**src/rtl/fil_pkg.sv**
```systemverilog
// Shared definitions for the filter datapath: default widths and tap addressing.
package fil_pkg;

  localparam int unsigned LARGO_DEF = 24;
  localparam int unsigned PROF_DEF  = 8;

  // Bit offset of tap k inside the flattened tap vector.
  function automatic int unsigned tap_off(input int unsigned k, input int unsigned largo);
    return k * largo;
  endfunction

endpackage

```
**src/rtl/reg_en_cell.sv**
```systemverilog
// One delay-line stage: LARGO-bit register with synchronous reset, flush and enable.
module reg_en_cell
  import fil_pkg::*;
#(
  parameter int unsigned LARGO = LARGO_DEF
) (
  input  logic             clk,
  input  logic             reset,
  input  logic             clr,
  input  logic             en,
  input  logic [LARGO-1:0] d,
  output logic [LARGO-1:0] q
);

  // Stage register; reset and clr both win over en.
  always_ff @(posedge clk) begin
    if (reset || clr) begin
      q <= '0;
    end else if (en) begin
      q <= d;
    end
  end

endmodule

```
**src/rtl/delay_line_fil.sv**
```systemverilog
// Tapped delay line with fill counter, full flag and a registered "window valid" strobe.
module delay_line_fil
  import fil_pkg::*;
#(
  parameter  int unsigned LARGO = LARGO_DEF,
  parameter  int unsigned PROF  = PROF_DEF,
  localparam int unsigned CW    = $clog2(PROF + 1)
) (
  input  logic                  clk,
  input  logic                  reset,
  input  logic                  en,
  input  logic                  clr,
  input  logic [LARGO-1:0]      entrada,
  output logic [LARGO*PROF-1:0] taps,
  output logic [LARGO-1:0]      salida,
  output logic [CW-1:0]         cuenta,
  output logic                  lleno,
  output logic                  dato_listo
);

  logic [LARGO-1:0] stage [PROF];
  logic [CW-1:0]    cuenta_q, cuenta_d;
  logic             listo_q, listo_d;

  for (genvar k = 0; k < PROF; k++) begin : g_stage
    logic [LARGO-1:0] d_in;
    if (k == 0) begin : g_head
      assign d_in = entrada;
    end else begin : g_chain
      assign d_in = stage[k-1];
    end

    reg_en_cell #(
      .LARGO(LARGO)
    ) u_cell (
      .clk  (clk),
      .reset(reset),
      .clr  (clr),
      .en   (en),
      .d    (d_in),
      .q    (stage[k])
    );

    assign taps[tap_off(k, LARGO) +: LARGO] = stage[k];
  end

  assign salida     = stage[PROF-1];
  assign cuenta     = cuenta_q;
  assign lleno      = (cuenta_q == CW'(PROF));
  assign dato_listo = listo_q;

  // Next-state for the fill counter and strobe; reset is applied in the register.
  always_comb begin
    cuenta_d = cuenta_q;
    listo_d  = 1'b0;
    if (clr) begin
      cuenta_d = '0;
    end else if (en) begin
      if (cuenta_q != CW'(PROF)) begin
        cuenta_d = cuenta_q + CW'(1);
      end
      // Strobe follows every shift that leaves the line full.
      listo_d = (cuenta_d == CW'(PROF));
    end
  end

  // Counter and strobe registers.
  always_ff @(posedge clk) begin
    if (reset) begin
      cuenta_q <= '0;
      listo_q  <= 1'b0;
    end else begin
      cuenta_q <= cuenta_d;
      listo_q  <= listo_d;
    end
  end

endmodule

```
**config.mk**
```make
export PLATFORM = sky130hd
export DESIGN_NAME = delay_line_fil
export DESIGN_NICKNAME = d
export VERILOG_FILES = /design/src/rtl/fil_pkg.sv /design/src/rtl/reg_en_cell.sv /design/src/rtl/delay_line_fil.sv
export SDC_FILE = /design/constraint.sdc
export NUM_CORES = 1
export LEC_CHECK = 0
export CAP_MARGIN = 30
export CORE_ASPECT_RATIO = 1.75
export CORE_UTILIZATION = 40
export CTS_BUF_LIST = sky130_fd_sc_hd__clkbuf_8 sky130_fd_sc_hd__clkbuf_16
export CTS_CLUSTER_DIAMETER = 80
export DETAILED_ROUTE_END_ITERATION = 12
export MAX_ROUTING_LAYER = met4
export PLACE_DENSITY = 0.75
export SYNTH_ARGS = -nofsm -noshare
export SYNTH_HDL_FRONTEND = slang
export SYNTH_SLANG_ARGS = --single-unit
```
**constraint.sdc**
```tcl
create_clock -name clk -period 1.2 [get_ports clk]
set_input_delay 0.24 -clock clk [delete_from_list [all_inputs] [get_ports clk]]
set_output_delay 0.24 -clock clk [all_outputs]
set_load 0.02 [all_outputs]
```
==> results by stage <==
STA:
- For the pin with the worst max-slew slack, the measured transition is 306 ps.
- Setup repair after global routing could not meet its margin everywhere.
- The number of pins exceeding their max-slew limit in the final report came to 0.
- Adding up every negative setup slack in the final design gives -1190 ps.
- The post-route minimum period is 1520 ps.
- Across all hold checks on the routed design, the worst slack comes to 199 ps.
- The final number of hold-violating endpoints is 0.
- The largest clock skew in the final design is 9.94 ps.
- The worst slew margin relative to its limit is 0.796.
- Setup slack on the critical path of the routed design comes to -323 ps.
- Setup violations remaining at the end of the flow were counted as 8.
- Derived from the worst setup path, the maximum achievable clock frequency is 656 MHz.
- The final clock period utilization by the worst path is 1.27.

Synthesis:
- The number of nets handed over by synthesis was 704.
- The register bit total from synthesis is 197.
- The top-area cell type share of the netlist area is 0.543.
- The largest total area in the synthesized netlist belongs to sky130_fd_sc_hd__dfxtp_1.
- The sequential area share after synthesis is 0.543.
- After technology mapping, the gate count stands at 674.
- The number of distinct library cell variants in the gate-level netlist after synthesis is 22.
- Yosys mapped a number of flops with a built-in enable equal to 0.
- For this run, the leading register cell type out of synthesis is sky130_fd_sc_hd__dfxtp_1.
- The fraction of registers with async set/reset is 0.
- The number of warnings issued by yosys is 0.
- After synthesis, the mean cell area works out to 10.8 µm².
- The cell area that synthesis handed to floorplanning was 0.00727 mm².
- Yosys attributes the largest share of cell area to sky130_fd_sc_hd__dfxtp_1, sky130_fd_sc_hd__mux2i_1, sky130_fd_sc_hd__nor2_1.

Global routing:
- The first global-routing pass estimated 31300 µm of wire.
- The pin count of the biggest net entering global routing is 34.
- The initial antenna violation count is 0.
- In the global route stage, overall resource usage came out at 0.220.
- The number of global-route vias before repair is 5943.
- The total overflow left after global routing is 0.

Critical path:
- The startpoint class of the critical path is a register.
- The worst setup path is captured at an output pin.
- The critical path in this run is classified as register to output pin.
- Data on the critical path is required at its endpoint by 960 ps.
- The arrival time of data at the critical path endpoint is 1280 ps.
- The peak fanout along the critical path is 2.

Power and ir drop:
- The internal portion of the total power is 10.1 mW.
- The logic gate share of total power is 0.065.
- The net switching power of the design is 3.18 mW.
- The fraction of power consumed by the clock network is 0.438.
- VDD sags by at most 0.838 mV.
- The total power density per cell area is 1150 mW/mm².
- The part of the power in registers is 0.496.
- Of the total power, the share spent switching nets is 0.240.
- The total power is 13.2 mW.
- The static power due to leakage is 5.63 nW.

Drt:
- In the routed design, unresolved DRC markers number 0.
- The count of nets left with antenna violations once routing finished came out at 0.
- Dividing the detail-routed wire length by the instance count gives 15.5 µm.
- The highest routed metal layer is met4.
- For this block, the via count after detailed routing is 6055.
- Before antenna repair, the detailed router went through 4 iterations.
- The starting DRC count in detailed routing is 156.
- The met1 wire length is 7740 µm.
- After detailed routing, the number of vias per cell comes to 4.65.
- The total length of routed wires is 20100 µm.
- The total length of routed met3 wires is 576 µm.
- The routed design uses 10700 µm of met2 wire.

Status:
- The run finished, with violations left.
- The checks that failed: negative setup slack.

Layout:
- In the final layout, flip-flops and latches occupy 0.00409 mm².
- The area of the multi-input gates is 0.00286 mm².
- In the final layout, the share of cells above drive strength 1 is 0.505.
- The final layout contains 1088 nets.
- The total non-filler cell area in the finished layout is 0.0115 mm².
- From synthesis to final layout, the design area changed by 57.8%.
- The antenna diode count is 0.
- The layout has 1454 filler cells.

Clock tree:
- The register clock-pin slew on the reported worst setup and hold paths is 80 ps.
- In this run, post-CTS hold repair placed 0 buffers.
- Counting the buffers created by CTS gives 17.
- TritonCTS built the clock tree.
- Counting every sink on the clock net gives 197.
- The root buffer cell chosen for the clock tree is sky130_fd_sc_hd__clkbuf_16.
- The clock reaches the later pin of the worst-skew pair after 430 ps.
- The number of H-tree levels is 4.
- The maximum number of buffers from clock root to sink is 2.

Hold path:
- In this run the worst hold path is classified as input pin to register.

Job:
- Across the run, the number of max-cap violations was 0.

Floorplanning:
- The area of the core is 0.0176 mm².
- After floorplanning, the core was divided into 64 placement rows.
- For this configuration, the core starts out at a cell density of 0.412.
- Measured along the y axis, the die boundary spans 180 µm.
- The area enclosed by the die boundary is 0.0187 mm².
- The I/O pin total is 250.
- The die span in x is 104 µm.

Placed design:
- The placed instances occupy a cell area of 0.0110 mm².
- The detailed placement HPWL is 14500 µm.
- Input and output buffers added on the ports amount to 249.
- At the end of routability-driven placement, the weighted congestion stood at 0.802.
-- per-stage QoR --
| step | util | setup slack, ps | instances |
|---|---|---|---|
| after floorplan | - | -85.6 | 674 |
| after global placement | 0.624 | -312 | 1258 |
| after detailed placement | 0.624 | -326 | 1258 |
| after CTS | 0.623 | -333 | 1294 |
| after global routing | 0.651 | -369 | 1302 |
| final | 0.651 | -323 | 1302 |
-- critical path, cell delays in order (launching register included) --
cell and delay [ps]:
sky130_fd_sc_hd__dfxtp_4 370, sky130_fd_sc_hd__inv_4 40, sky130_fd_sc_hd__ha_4 150, sky130_fd_sc_hd__and3b_4 170, sky130_fd_sc_hd__buf_6 120
-- flip-flops by register name, summed over array words and instances (netlist names) --
signal            count
g_stage.u_cell.q    192
cuenta                4
dato_listo            1
-- final cells by class --
class                   count  share of cell area
clock buffers              20              0.0427
repair buffers            433               0.315
inverters                   3             0.00142
clock inverters            12              0.0105
well taps                 231              0.0252
multi-input cells         406               0.249
flip-flops and latches    197               0.356
-- power by group through the flow --
stage / clock network [mW] / logic [mW] / registers [mW]
2_1_floorplan: 0 / 0.488 / 6.79
4_1_cts: 5.94 / 0.852 / 6.58
3_5_place_dp: 0 / 0.862 / 6.74
5_1_grt: 6.21 / 0.914 / 6.57
6_report: 5.80 / 0.863 / 6.57
3_3_place_gp: 0 / 0.855 / 6.74
-- placed cells by master (no fill, tap or decap) --
cell type                         netlist  final
sky130_fd_sc_hd__inv_4                  0      2
sky130_fd_sc_hd__buf_6                 10     47
sky130_fd_sc_hd__a21oi_2                0      2
sky130_fd_sc_hd__buf_12                 0     12
sky130_fd_sc_hd__dfxtp_4                0     11
sky130_fd_sc_hd__a21oi_1                3      1
sky130_fd_sc_hd__nor2_1               195    195
sky130_fd_sc_hd__inv_8                  0      7
sky130_fd_sc_hd__mux2i_1              194    194
sky130_fd_sc_hd__a211o_1                1      1
sky130_fd_sc_hd__buf_2                 12     17
sky130_fd_sc_hd__and4b_1                1      1
sky130_fd_sc_hd__inv_1                  3      1
sky130_fd_sc_hd__buf_4                 41    330
sky130_fd_sc_hd__o21ai_0                1      1
sky130_fd_sc_hd__nand3_1                1      1
sky130_fd_sc_hd__clkinvlp_4             0      2
sky130_fd_sc_hd__dfxtp_2                0     80
sky130_fd_sc_hd__or3_4                  0      1
sky130_fd_sc_hd__clkdlybuf4s50_1        0     26
sky130_fd_sc_hd__clkbuf_8               0      1
sky130_fd_sc_hd__and3b_4                1      1
sky130_fd_sc_hd__a2111oi_2              1      1
sky130_fd_sc_hd__or2_4                  0      1
sky130_fd_sc_hd__clkbuf_16              0     19
sky130_fd_sc_hd__xor2_1                 1      1
sky130_fd_sc_hd__buf_8                  0      1
sky130_fd_sc_hd__nand4_1                1      1
sky130_fd_sc_hd__dfxtp_1              197    106
sky130_fd_sc_hd__nor3b_2                0      1
sky130_fd_sc_hd__inv_6                  0      3
sky130_fd_sc_hd__ha_4                   0      2
sky130_fd_sc_hd__nor2b_1                1      1
-- cells by family (layout without fill, tap and decap cells) --
| group | after synthesis | after routing | share of synthesized area |
|---|---|---|---|
| DFF | 197 | 197 | 0.543 |
| AOI/OAI and AO/OA | 6 | 6 | 0.00603 |
| buffers and inverters | 71 | 468 | 0.0703 |
| and+or+nand+nor | 203 | 203 | 0.109 |
| adders and majority gates | 2 | 2 | 0.00344 |
| muxes | 194 | 194 | 0.267 |
| xor gates and xnor gates | 1 | 1 | 0.00121 |
-- timing repair --
item | CTS | global route
endpoints found under the setup margin | 225 | 163
gates cloned | 0 | 0
pin swaps | 1 | 3
setup buffers | 4 | 10
resized for setup | 1024 | 182
-- worst paths after layout --
| kind | slack, ps | startpoint | cells after the start | to |
|---|---|---|---|---|
| setup / recovery | -320 | cuenta[0] | 4 | lleno |
| hold / removal | 200 | en | 3 | cuenta[2] |
| setup reg to reg | -170 | cuenta[0] | 6 | cuenta[0] |
| hold reg to reg | 510 | g_stage[7].u_cell.q[11] | 2 | g_stage[7].u_cell.q[11] |
-- cell usage after synthesis (2+ instances only) --
cell                       instances
sky130_fd_sc_hd__buf_6            10
sky130_fd_sc_hd__a21oi_1           3
sky130_fd_sc_hd__ha_1              2
sky130_fd_sc_hd__clkbuf_1          5
sky130_fd_sc_hd__buf_4            41
sky130_fd_sc_hd__mux2i_1         194
sky130_fd_sc_hd__inv_1             3
sky130_fd_sc_hd__buf_2            12
sky130_fd_sc_hd__dfxtp_1         197
sky130_fd_sc_hd__nor2_1          195
-- layer usage --
layer | track usage | up-vias
met5 | - | -
met4 | 0.135 | 0
met3 | 0.0333 | 53
met2 | 0.392 | 166
met1 | 0.223 | 2846
li1 | - | 2990
(Power assumes the default switching activity.)
